$ cat src/rtl/pal_csync_gen_if.sv
// ---------------------------------------------------------------------------
// pal_csync_gen_if
//
// Bundle between the PAL composite sync generator and its consumers. The
// consumers are the csync_scartOut driver and the RGB666 pixel path. Clock and
// reset are not part of the bundle. They are connected to the generator as
// plain ports.
//
// Signals:
//   pixelEn      consumer -> generator  one-cycle advance strobe (pixelClockX1_en)
//   csync        generator -> consumer  composite sync, active low
//   hsync        generator -> consumer  one-cycle pulse at the start of each line
//   vsync        generator -> consumer  high inside the field-sync region
//   field        generator -> consumer  0 for lines 1-312, 1 for lines 313-625
//   pixelX[10:0] generator -> consumer  horizontal position
//   lineNum[9:0] generator -> consumer  line number 1..625
//
// Optional signals, present only when CSYNC_GENLOCK_EN is defined:
//   genlockStart consumer -> generator  single-cycle restart to line 1, pixel 0
//   genlocked    generator -> consumer  sticky flag, set by the first genlock
//
// Modports: master = the generator, slave = the block that owns pixelEn.
// ---------------------------------------------------------------------------
interface pal_csync_gen_if;
  logic        pixelEn;
  logic        csync;
  logic        hsync;
  logic        vsync;
  logic        field;
  logic [10:0] pixelX;
  logic [9:0]  lineNum;

`ifdef CSYNC_GENLOCK_EN
  logic        genlockStart;
  logic        genlocked;

  modport master (
    input  pixelEn, genlockStart,
    output csync, hsync, vsync, field, pixelX, lineNum, genlocked
  );

  modport slave (
    output pixelEn, genlockStart,
    input  csync, hsync, vsync, field, pixelX, lineNum, genlocked
  );
`else
  modport master (
    input  pixelEn,
    output csync, hsync, vsync, field, pixelX, lineNum
  );

  modport slave (
    output pixelEn,
    input  csync, hsync, vsync, field, pixelX, lineNum
  );
`endif
endinterface

$ cat src/rtl/pal_csync_gen.sv
// ---------------------------------------------------------------------------
// pal_csync_gen
//
// This block generates an interlaced PAL composite sync (active low). The
// frame has 625 lines in a 2:1 interlace. The block is the companion of the
// csync_edges / csync_to_hsync decode path. That path decodes incoming csync.
// This block produces csync for csync_scartOut. It also produces hsync,
// vsync, field and the pixel/line coordinates for the RGB666 pixel path.
//
// The block runs in the pixelClockX6_out domain. It advances only on cycles
// where pixelEn (pixelClockX1_en) is high.
//
// Ports:
//   sysClock  input   system clock (pixelClockX6_out)
//   nReset    input   asynchronous active-low reset
//   sync_bus  master  pal_csync_gen_if:
//                     pixelEn in; csync, hsync, vsync, field, pixelX, lineNum out
//
// Parameters:
//   H_TOTAL  pixel enables per line. Must be even.
//   HSYNC_W  low width of a normal line-sync pulse
//   EQ_W     low width of an equalising pulse
//   BROAD_W  low width of a broad pulse
//
// Optional feature, controlled by the macro CSYNC_GENLOCK_EN:
//   The interface then carries genlockStart and genlocked. A genlockStart
//   pulse restarts the raster at line 1, pixel 0, on that sysClock edge. It
//   overrides a pixelEn on the same edge. genlocked goes high on the first
//   genlock and stays high until reset. When the macro is not defined, the
//   generator is free-running and neither signal exists.
// ---------------------------------------------------------------------------
module pal_csync_gen #(
  parameter int H_TOTAL = 1024,
  parameter int HSYNC_W = 75,
  parameter int EQ_W    = 38,
  parameter int BROAD_W = 437
) (
  input  logic            sysClock,
  input  logic            nReset,
  pal_csync_gen_if.master sync_bus
);

  localparam int HALF = H_TOTAL / 2;

  // Each half line (slot) carries at most one sync pulse, of one of these kinds.
  typedef enum logic [1:0] {
    SLOT_N,   // normal line sync
    SLOT_E,   // equalising pulse
    SLOT_B,   // broad (field-sync) pulse
    SLOT_X    // no pulse
  } slot_kind_e;

  // Raster position.
  logic [10:0] pixel_x;
  logic [10:0] pixel_next;
  logic [10:0] half_pos;
  logic [10:0] half_next;
  logic        slot_b;
  logic        slot_b_next;
  logic [9:0]  line_num;
  logic [9:0]  line_next;
  logic        field_q;
  logic        field_next;

  // Registered outputs.
  logic        csync_q;
  logic        vsync_q;
  logic        hsync_q;

  // Misc.
  logic        genlock_hit;
  logic        advance;
  logic        moved;
  slot_kind_e  slot_kind;
  int          pulse_w;
  logic        pulse_low;
  logic        in_vsync;

`ifdef CSYNC_GENLOCK_EN
  logic        genlocked_q;
  assign genlock_hit = sync_bus.genlockStart;
`else
  assign genlock_hit = 1'b0;
`endif

  // The position changes on pixelEn, or on a genlock restart.
  assign advance = sync_bus.pixelEn | genlock_hit;

  // Next raster position.
  // half_pos counts within the current half line and slot_b selects the
  // second half. Both are kept as their own counter, so H_TOTAL does not have
  // to be a power of two. The field flag is derived from the new line number,
  // so it changes on the same enable as the line does.
  always_comb begin
    pixel_next  = pixel_x;
    half_next   = half_pos;
    slot_b_next = slot_b;
    line_next   = line_num;
    field_next  = field_q;

    if (genlock_hit) begin
      pixel_next  = '0;
      half_next   = '0;
      slot_b_next = 1'b0;
      line_next   = 10'd1;
      field_next  = 1'b0;
    end else if (sync_bus.pixelEn) begin
      if (int'(pixel_x) >= H_TOTAL - 1) begin
        pixel_next  = '0;
        half_next   = '0;
        slot_b_next = 1'b0;
        line_next   = (line_num >= 10'd625) ? 10'd1 : line_num + 10'd1;
        field_next  = (line_next >= 10'd313);
      end else begin
        pixel_next = pixel_x + 11'd1;
        if (int'(half_pos) >= HALF - 1) begin
          half_next   = '0;
          slot_b_next = 1'b1;
        end else begin
          half_next = half_pos + 11'd1;
        end
      end
    end
  end

  // Raster counters, plus a flag that records whether they moved on this edge.
  always_ff @(posedge sysClock or negedge nReset) begin
    if (!nReset) begin
      pixel_x  <= '0;
      half_pos <= '0;
      slot_b   <= 1'b0;
      line_num <= 10'd1;
      field_q  <= 1'b0;
      moved    <= 1'b0;
    end else begin
      pixel_x  <= pixel_next;
      half_pos <= half_next;
      slot_b   <= slot_b_next;
      line_num <= line_next;
      field_q  <= field_next;
      moved    <= advance;
    end
  end

  // Look up the pulse kind for the current half line. Line ranges run in
  // order through both fields. Lines 311-318 and 623-625 contain the odd
  // half-line pulses that give the interlace.
  always_comb begin
    slot_kind = SLOT_X;
    if (line_num <= 10'd2) begin
      slot_kind = SLOT_B;
    end else if (line_num == 10'd3) begin
      slot_kind = slot_b ? SLOT_E : SLOT_B;
    end else if (line_num <= 10'd5) begin
      slot_kind = SLOT_E;
    end else if (line_num <= 10'd310) begin
      slot_kind = slot_b ? SLOT_X : SLOT_N;
    end else if (line_num <= 10'd312) begin
      slot_kind = SLOT_E;
    end else if (line_num == 10'd313) begin
      slot_kind = slot_b ? SLOT_B : SLOT_E;
    end else if (line_num <= 10'd315) begin
      slot_kind = SLOT_B;
    end else if (line_num <= 10'd317) begin
      slot_kind = SLOT_E;
    end else if (line_num == 10'd318) begin
      slot_kind = slot_b ? SLOT_X : SLOT_E;
    end else if (line_num <= 10'd622) begin
      slot_kind = slot_b ? SLOT_X : SLOT_N;
    end else if (line_num == 10'd623) begin
      slot_kind = slot_b ? SLOT_E : SLOT_N;
    end else begin
      slot_kind = SLOT_E;
    end
  end

  // The pulse is low from the start of the slot for pulse_w enables. A slot
  // with no pulse uses width 0, which never compares true. So does a width
  // parameter set to 0.
  always_comb begin
    pulse_w = 0;
    case (slot_kind)
      SLOT_N:  pulse_w = HSYNC_W;
      SLOT_E:  pulse_w = EQ_W;
      SLOT_B:  pulse_w = BROAD_W;
      default: pulse_w = 0;
    endcase
    pulse_low = (int'(half_pos) < pulse_w);
  end

  // Field-sync region: lines 1-5 and 623-625 for the first field, and lines
  // 311-317 for the second field.
  always_comb begin
    in_vsync = (line_num <= 10'd5) ||
               ((line_num >= 10'd311) && (line_num <= 10'd317)) ||
               (line_num >= 10'd623);
  end

  // csync and vsync are refreshed one sysClock after the counters move. They
  // hold while pixelEn is idle. After reset they therefore stay at their idle
  // values until the first enable. hsync marks the cycle after pixelX arrives
  // at 0. Because of the 'moved' qualifier, an idle pixelX=0 after reset does
  // not produce a pulse.
  always_ff @(posedge sysClock or negedge nReset) begin
    if (!nReset) begin
      csync_q <= 1'b1;
      vsync_q <= 1'b0;
      hsync_q <= 1'b0;
    end else begin
      if (moved) begin
        csync_q <= ~pulse_low;
        vsync_q <= in_vsync;
      end
      hsync_q <= moved && (pixel_x == 11'd0);
    end
  end

`ifdef CSYNC_GENLOCK_EN
  // Sticky indication that the raster has been aligned to an external field start.
  always_ff @(posedge sysClock or negedge nReset) begin
    if (!nReset) begin
      genlocked_q <= 1'b0;
    end else if (genlock_hit) begin
      genlocked_q <= 1'b1;
    end
  end

  assign sync_bus.genlocked = genlocked_q;
`endif

  assign sync_bus.csync   = csync_q;
  assign sync_bus.hsync   = hsync_q;
  assign sync_bus.vsync   = vsync_q;
  assign sync_bus.field   = field_q;
  assign sync_bus.pixelX  = pixel_x;
  assign sync_bus.lineNum = line_num;

endmodule

$ cat src/flat_wrapper.sv
// flat-port wrapper written by rule: the top's interface ports become plain ports
module pal_csync_gen_flat 
#(
  parameter int H_TOTAL = 1024,
  parameter int HSYNC_W = 75,
  parameter int EQ_W    = 38,
  parameter int BROAD_W = 437
)
  (sysClock, nReset, sync_bus_pixelEn, sync_bus_csync, sync_bus_hsync, sync_bus_vsync, sync_bus_field, sync_bus_pixelX, sync_bus_lineNum);
  pal_csync_gen_if sync_bus_i ();
  input  logic sysClock;
  input  logic nReset;
  input wire logic [$bits(sync_bus_i.pixelEn)-1:0] sync_bus_pixelEn;
  output wire logic [$bits(sync_bus_i.csync)-1:0] sync_bus_csync;
  output wire logic [$bits(sync_bus_i.hsync)-1:0] sync_bus_hsync;
  output wire logic [$bits(sync_bus_i.vsync)-1:0] sync_bus_vsync;
  output wire logic [$bits(sync_bus_i.field)-1:0] sync_bus_field;
  output wire logic [$bits(sync_bus_i.pixelX)-1:0] sync_bus_pixelX;
  output wire logic [$bits(sync_bus_i.lineNum)-1:0] sync_bus_lineNum;
  assign sync_bus_i.pixelEn = sync_bus_pixelEn;
  assign sync_bus_csync = sync_bus_i.csync;
  assign sync_bus_hsync = sync_bus_i.hsync;
  assign sync_bus_vsync = sync_bus_i.vsync;
  assign sync_bus_field = sync_bus_i.field;
  assign sync_bus_pixelX = sync_bus_i.pixelX;
  assign sync_bus_lineNum = sync_bus_i.lineNum;
  pal_csync_gen #(.H_TOTAL(H_TOTAL), .HSYNC_W(HSYNC_W), .EQ_W(EQ_W), .BROAD_W(BROAD_W)) u_core (.sysClock(sysClock), .nReset(nReset), .sync_bus(sync_bus_i));
endmodule
$ cat config.mk
export PLATFORM = sky130hd
export DESIGN_NAME = pal_csync_gen_flat
export DESIGN_NICKNAME = d
export VERILOG_FILES = /design/src/rtl/pal_csync_gen_if.sv /design/src/rtl/pal_csync_gen.sv /design/src/flat_wrapper.sv
export SDC_FILE = /design/constraint.sdc
export NUM_CORES = 1
export LEC_CHECK = 0
export CAP_MARGIN = 20
export CORE_ASPECT_RATIO = 2
export CORE_MARGIN = 3
export CORE_UTILIZATION = 40
export DETAILED_ROUTE_END_ITERATION = 10
export GPL_TIMING_DRIVEN = 0
export PLACE_DENSITY = 0.71
export SYNTH_ARGS = -nofsm -noshare
export SYNTH_HDL_FRONTEND = slang
export SYNTH_SLANG_ARGS = --single-unit
$ cat constraint.sdc
create_clock -name sysClock -period 4.5 [get_ports sysClock]
set_input_delay 0.675 -clock sysClock [delete_from_list [all_inputs] [get_ports sysClock]]
set_output_delay 0.675 -clock sysClock [all_outputs]
set_load 0.005 [all_outputs]
; ---- Word-level counts from Yosys, hierarchy flattened
; Index checks and enable logic that the tools add are counted.
[totals]
word_cells = 65
out_inout_bits = 25
ff_bits = 38
mem_bits_rw = 0
latchBits = 0
memories = 0
mem_bits_ro = 0
inputBits = 3
[classes]
mux = 23
add_sub_neg = 3
n_bitwise = 1
n_reduce_logical = 9
n_shift = 0
order_cmp = 14
n_eq_ne = 6
div = 0
n_mul = 0
[ops]
columns = operator, count
row1 = 10-bit by 9-bit <= comparator with 1-bit output (second input constant), 4
row2 = 11-bit two-way mux, 3
row3 = 2-bit two-way mux, 15
row4 = 9-bit case mux with 3 select lines, 1
row5 = 11-bit by 1-bit adder with 11-bit output (second input constant), 2
row6 = 10-bit by 9-bit == test with 1-bit output (second input constant), 2
row7 = 10-bit >= comparator (second input constant), 2
row8 = 10-bit by 9-bit >= comparator with 1-bit output (second input constant), 2
row9 = 11-bit by 10-bit >= comparator with 1-bit output (second input constant), 1
row10 = 11-bit by 9-bit >= comparator with 1-bit output (second input constant), 1
row11 = 11-bit logical NOT, 1
row12 = 11-bit by 9-bit less-than comparator with 1-bit output, 1
row13 = 10-bit by 1-bit adder with 10-bit output (second input constant), 1
row14 = 10-bit == test (second input constant), 1
row15 = 10-bit by 2-bit == test with 1-bit output (second input constant), 1
row16 = 10-bit <= comparator (second input constant), 1
row17 = 10-bit by 2-bit <= comparator with 1-bit output (second input constant), 1
row18 = 10-bit by 3-bit <= comparator with 1-bit output (second input constant), 1
row19 = 10-bit two-way mux, 1
row20 = 2-bit AND reduction, 2
row21 = 1-bit two-way mux, 3
row22 = 2-bit by 1-bit == test with 1-bit output (second input constant), 1
row23 = 2-bit == test (second input constant), 1
row24 = 1-bit logical AND, 2
row25 = 4 further kinds, 5

; ---- Depth between registers and ports, before layout
[logic_depth]
word_depth = 16
mapped_depth = 16
mapped_depth_nobuf = 15

; ---- Least setup slack after synthesis
; Ideal clock, no wire load.
[synth_path]
kind = register to register
start = register u_core.line_num[9], in the netlist u_core.sync_bus.lineNum[9]
end = register u_core.csync_q, in the netlist u_core.sync_bus.csync
arrival_time_ns = 3.896
setup_time_ns = 0.061
period_less_slack_ns = 3.957
setup_slack_ns = 0.543
n_path_buf = 1
t_required_ns = 4.439
path_stages_with_launch = 15
path_cell_list = dfrtp_1 > buf_6 > or3_4 > or2_4 > or4_4 > a311o_1 > and3_1 > ha_1 > inv_1 > ha_1 > nand4_1 > or4b_2 > or3_1 > o311ai_0 > a31o_1
[synth_between]
elab_chain_cells = 16
word_cells_on_any_way = 28
classes_between = order compare: 8 / eq/ne: 6 / mux: 12 / bitwise: 1 / reduce/logical: 1
[synth_lines]
columns = element, line_no
row1 = from (decl), pal_csync_gen.sv:60  ; logic [9:0] line_num;
row2 = from (signal assigned), pal_csync_gen.sv:139  ; line_num <= line_next;
row3 = branches (longest 11 deep; another with 10-bit <= comparator), n/a
row4 = 2-bit two-way mux *, pal_csync_gen.sv:150  ; if (line_num <= 10'd2) begin
row5 = "2-bit == test, or another cell as far along", pal_csync_gen.sv:182  ; case (slot_kind)
row6 = 9-bit case mux with 3 select lines *, pal_csync_gen.sv:182
row7 = 11-bit by 9-bit less-than comparator with 1-bit output *, pal_csync_gen.sv:188  ; pulse_low = (int'(half_pos) < pulse_w);
row8 = 1-bit NOT *, pal_csync_gen.sv:211  ; csync_q <= ~pulse_low;
row9 = to (signal assigned), pal_csync_gen.sv:211
row10 = to (decl), pal_csync_gen.sv:66  ; logic csync_q;
; Every way passes the cells marked *.
; A chain may end at the register's enable or synchronous reset.

; ---- Final worst setup path
[layout_path]
start = register u_core.line_num[0], in the netlist u_core.sync_bus.lineNum[0]
end = register u_core.csync_q, in the netlist u_core.sync_bus.csync
; The elaborated chain is that of the path after synthesis.

==> impl_metrics.json <==
{
  "finalSetupViolCount": 0,
  "synth-async-reset-ratio_pct": 100,
  "start_util_pct": 41.6,
  "totalPowerFinal_uw": 1130,
  "drc": 0,
  "ys_ff_latch": 38,
  "io_buffer_count": 27,
  "cts_made_buffers": 5,
  "synthCells": 301,
  "drive_gt1_share_pct": 8.01,
  "crit_type": "register to register",
  "clk_latency_ns": 0.28,
  "holdCritPathClass": "primary input to async pin",
  "maxCapViolCount": 0,
  "antenna_found_initial": 0,
  "synth_top_cell_by_area": "dfrtp_1",
  "synth_edf_count": 0,
  "worstSetupEndpointType": "register",
  "grt.met2_usage_pct": 37.0,
  "wl_per_cell_um": 16.2,
  "critical-path-slowest-cell": "dfstp_2",
  "cts_root_buf": "clkbuf_16",
  "reg2reg_from": "u_core.sync_bus.lineNum[0]",
  "final_util_pct": 50.3,
  "synth_fp_nets": 324,
  "dp_hpwl_um": 5230,
  "max_freq_ghz": 0.235,
  "vias": 2380,
  "p_leak_uw": 0.00139,
  "powerDensity_nw_per_um2": 353,
  "max_slew_margin_pct": 41.9,
  "synth.area.top_cells": "dfrtp_1 (34%), ha_1 (9.5%), nor2_1 (5.0%)",
  "worst-r2r-cell-count": 15,
  "syn_to_final_growth_pct": 20.9,
  "clock_skew_ns": 0.00596,
  "ant_nets": 0,
  "seq_area_frac_synth_pct": 36.0,
  "nFillCells": 645,
  "rr_endpoint": "u_core.sync_bus.csync",
  "worst_slew_pin_slew_ns": 0.871,
  "syn_area_sq_um": 2650,
  "numClockSinks": 38,
  "grtUsageMet3_pct": 2.78,
  "core_area_sq_um": 6360,
  "slew_violations": 0,
  "diodes": 0,
  "detail_route.wirelength_um": 6860,
  "nets": 359,
  "fp-row-count": 41,
  "timing.final.crit_share_pct": 94.7,
  "finalHoldViolCount": 0,
  "globalRouteTotalUtil_pct": 19.3,
  "peakVddDrop_uv": 257,
  "grt-ovfl-total": 0,
  "htree_levels": 2,
  "grt_max_degree": 39,
  "clkTransAtPathRegs_ns": 0.06,
  "grt_pass1_vias": 2447,
  "crit_fanout": 11,
  "grt-busiest-layer": "met2",
  "synth_common_cells": "dfrtp_1 (36), nor2_1 (35), nand2_1 (24)",
  "syn_avg_cell_area_sq_um": 8.79,
  "fin_crit_ns": 4.26,
  "cp-start-kind": "register",
  "synth_top_flop_cell": "dfrtp_1",
  "die_h_um": 121,
  "path_cells": "inv_1 > ha_1 > nand4bb_1 > o211ai_1 > o2111ai_1 > a221o_1 > and3_1 > ha_1 > inv_1 > ha_1 > nand4_1 > or4b_2 > or3_1 > o311ai_0 > a31o_1",
  "rrSetupSlack_ns": 0.24,
  "via_per_inst": 5.63,
  "ys_types": 56,
  "die_area_sq_um": 7690,
  "dr.pass1.iters": 4,
  "drt_iter0_markers": 86,
  "die_x_um": 63.5,
  "use_met1_pct": 19.3,
  "cts_tree": "built",
  "status": "finished clean",
  "cts_buffer_depth": 2,
  "critPathArrivalTime_ns": 4.49,
  "path_common_cell": "ha_1",
  "synth.top_cell.area_share_pct": 34.0,
  "gp_congestion": 0.893,
  "cp_slowest_stage_delay_ns": 0.67,
  "ys.warnings.count": 0,
  "num_io_pins": 28,
  "ctsHoldBuffers": 0,
  "yosysMostFrequentCell": "dfrtp_1",
  "grt_pass1_wl_um": 11600,
  "crit_required_ns": 4.73
}
==> how the worst max path moves through the flow <==
| stage | slack [ns] | start | cells after the start | to |
|---|---|---|---|---|
| after floorplan | 0.54 | u_core.sync_bus.lineNum[9] | 14 | u_core.sync_bus.csync |
| after global placement | 0.25 | u_core.sync_bus.lineNum[1] | 16 | u_core.sync_bus.csync |
| after detailed placement | 0.22 | u_core.sync_bus.lineNum[1] | 16 | u_core.sync_bus.csync |
| after CTS | 0.19 | u_core.sync_bus.lineNum[1] | 16 | u_core.sync_bus.csync |
| after global routing | -0.01 | u_core.sync_bus.lineNum[0] | 15 | u_core.sync_bus.csync |
| final | 0.24 | u_core.sync_bus.lineNum[0] | 15 | u_core.sync_bus.csync |
==> registers in the layout, indices dropped and copies added, names as in the netlist <==
register / count
u_core.sync_bus.csync: 1
u_core.sync_bus.field: 1
u_core.sync_bus.hsync: 1
u_core.slot_b: 1
u_core.sync_bus.lineNum: 10
u_core.half_pos: 11
u_core.moved: 1
u_core.sync_bus.pixelX: 11
u_core.sync_bus.vsync: 1
==> cells by family after synthesis <==
family | share of synthesized area, %
AOI/OAI and AO/OA | 19.2
xor gates and xnor gates | 5.96
adders and majority gates | 9.46
buffers and inverters | 4.96
DFF | 36.0
muxes | 0.804
and+or+nand+nor | 23.6
==> per-layer routing <==
metal / up-vias / part of all wire [%] / wire [um]
li1: 1158 / - / -
met5: - / 0 / 0
met2: 56 / 57 / 3920
met3: 23 / 2.5 / 169
met1: 1143 / 36 / 2480
met4: 0 / 4.3 / 295
==> area by class of cell <==
type,instances,area (sq um),area share (%)
Buffer,16,76.3,2.38
Clock buffer,7,143,4.46
Clock inverter,1,30.0,0.938
Inverter,15,56.3,1.76
Multi-Input combinational cell,232,1560,48.8
Sequential cell,38,953,29.8
Tap cell,86,108,3.36
Timing Repair Buffer,28,273,8.52
==> metrics by stage <==
stage | cells | hold slack [ns] | worst slack [ns] | TNS (ns) | instance area [sq um]
finish | 423 | 0.509 | 0.238 | 0 | 3200
global route | 423 | 0.565 | -0.0120 | -0.0120 | 3200
CTS | 422 | 0.541 | 0.189 | 0 | 3190
detailed placement | 414 | 0.529 | 0.220 | 0 | 3020
global placement | 414 | 0.529 | 0.245 | 0 | 3020
floorplan | 301 | 0.379 | 0.543 | 0 | 2650
==> cells in the final DEF (no fill, tap or decap), types with 3 or more instances in the layout <==
| cell | netlist | routed |
|---|---|---|
| or2_2 | 3 | 3 |
| buf_2 | 3 | 4 |
| nor3_1 | 6 | 6 |
| dfrtp_1 | 36 | 36 |
| o31ai_1 | 4 | 4 |
| clkdlybuf4s50_1 | 0 | 26 |
| ha_1 | 20 | 20 |
| nor2b_1 | 6 | 6 |
| xor2_1 | 11 | 11 |
| a311o_1 | 3 | 3 |
| and2_1 | 5 | 5 |
| a21oi_1 | 10 | 10 |
| nor2_1 | 35 | 35 |
| clkbuf_16 | 0 | 5 |
| xnor2_1 | 7 | 7 |
| a311oi_1 | 3 | 3 |
| o21ai_0 | 14 | 14 |
| nand2_1 | 24 | 24 |
| clkbuf_1 | 11 | 11 |
| and3_1 | 7 | 7 |
| inv_1 | 15 | 15 |
| nand3_1 | 14 | 14 |
| a22o_1 | 8 | 8 |
| nand4_1 | 6 | 6 |
==> power breakdown <==
group          switching [uW]  internal, uW  total, uW
Sequential               85.0           392        477
Combinational             110           127        237
Clock                     138           277        415
Total                     333           796       1130
==> repair_timing <==
item                       4_1_cts  5_1_grt
setup buffers                    0        1
setup endpoints to repair        0        1
gates resized for setup          0        2
==> worst max-delay path: cells and delay by family, from the launching register on <==
kind	cells	cell delay [ns]
adder cells (fa/ha/maj)	3	0.80
AO/OA/AOI/OAI	5	1.10
AND/OR/NAND/NOR	5	1.46
buffers and inverters	2	0.17
flip-flops	1	0.67
No activity file was read; power rests on OpenSTA's default activity.
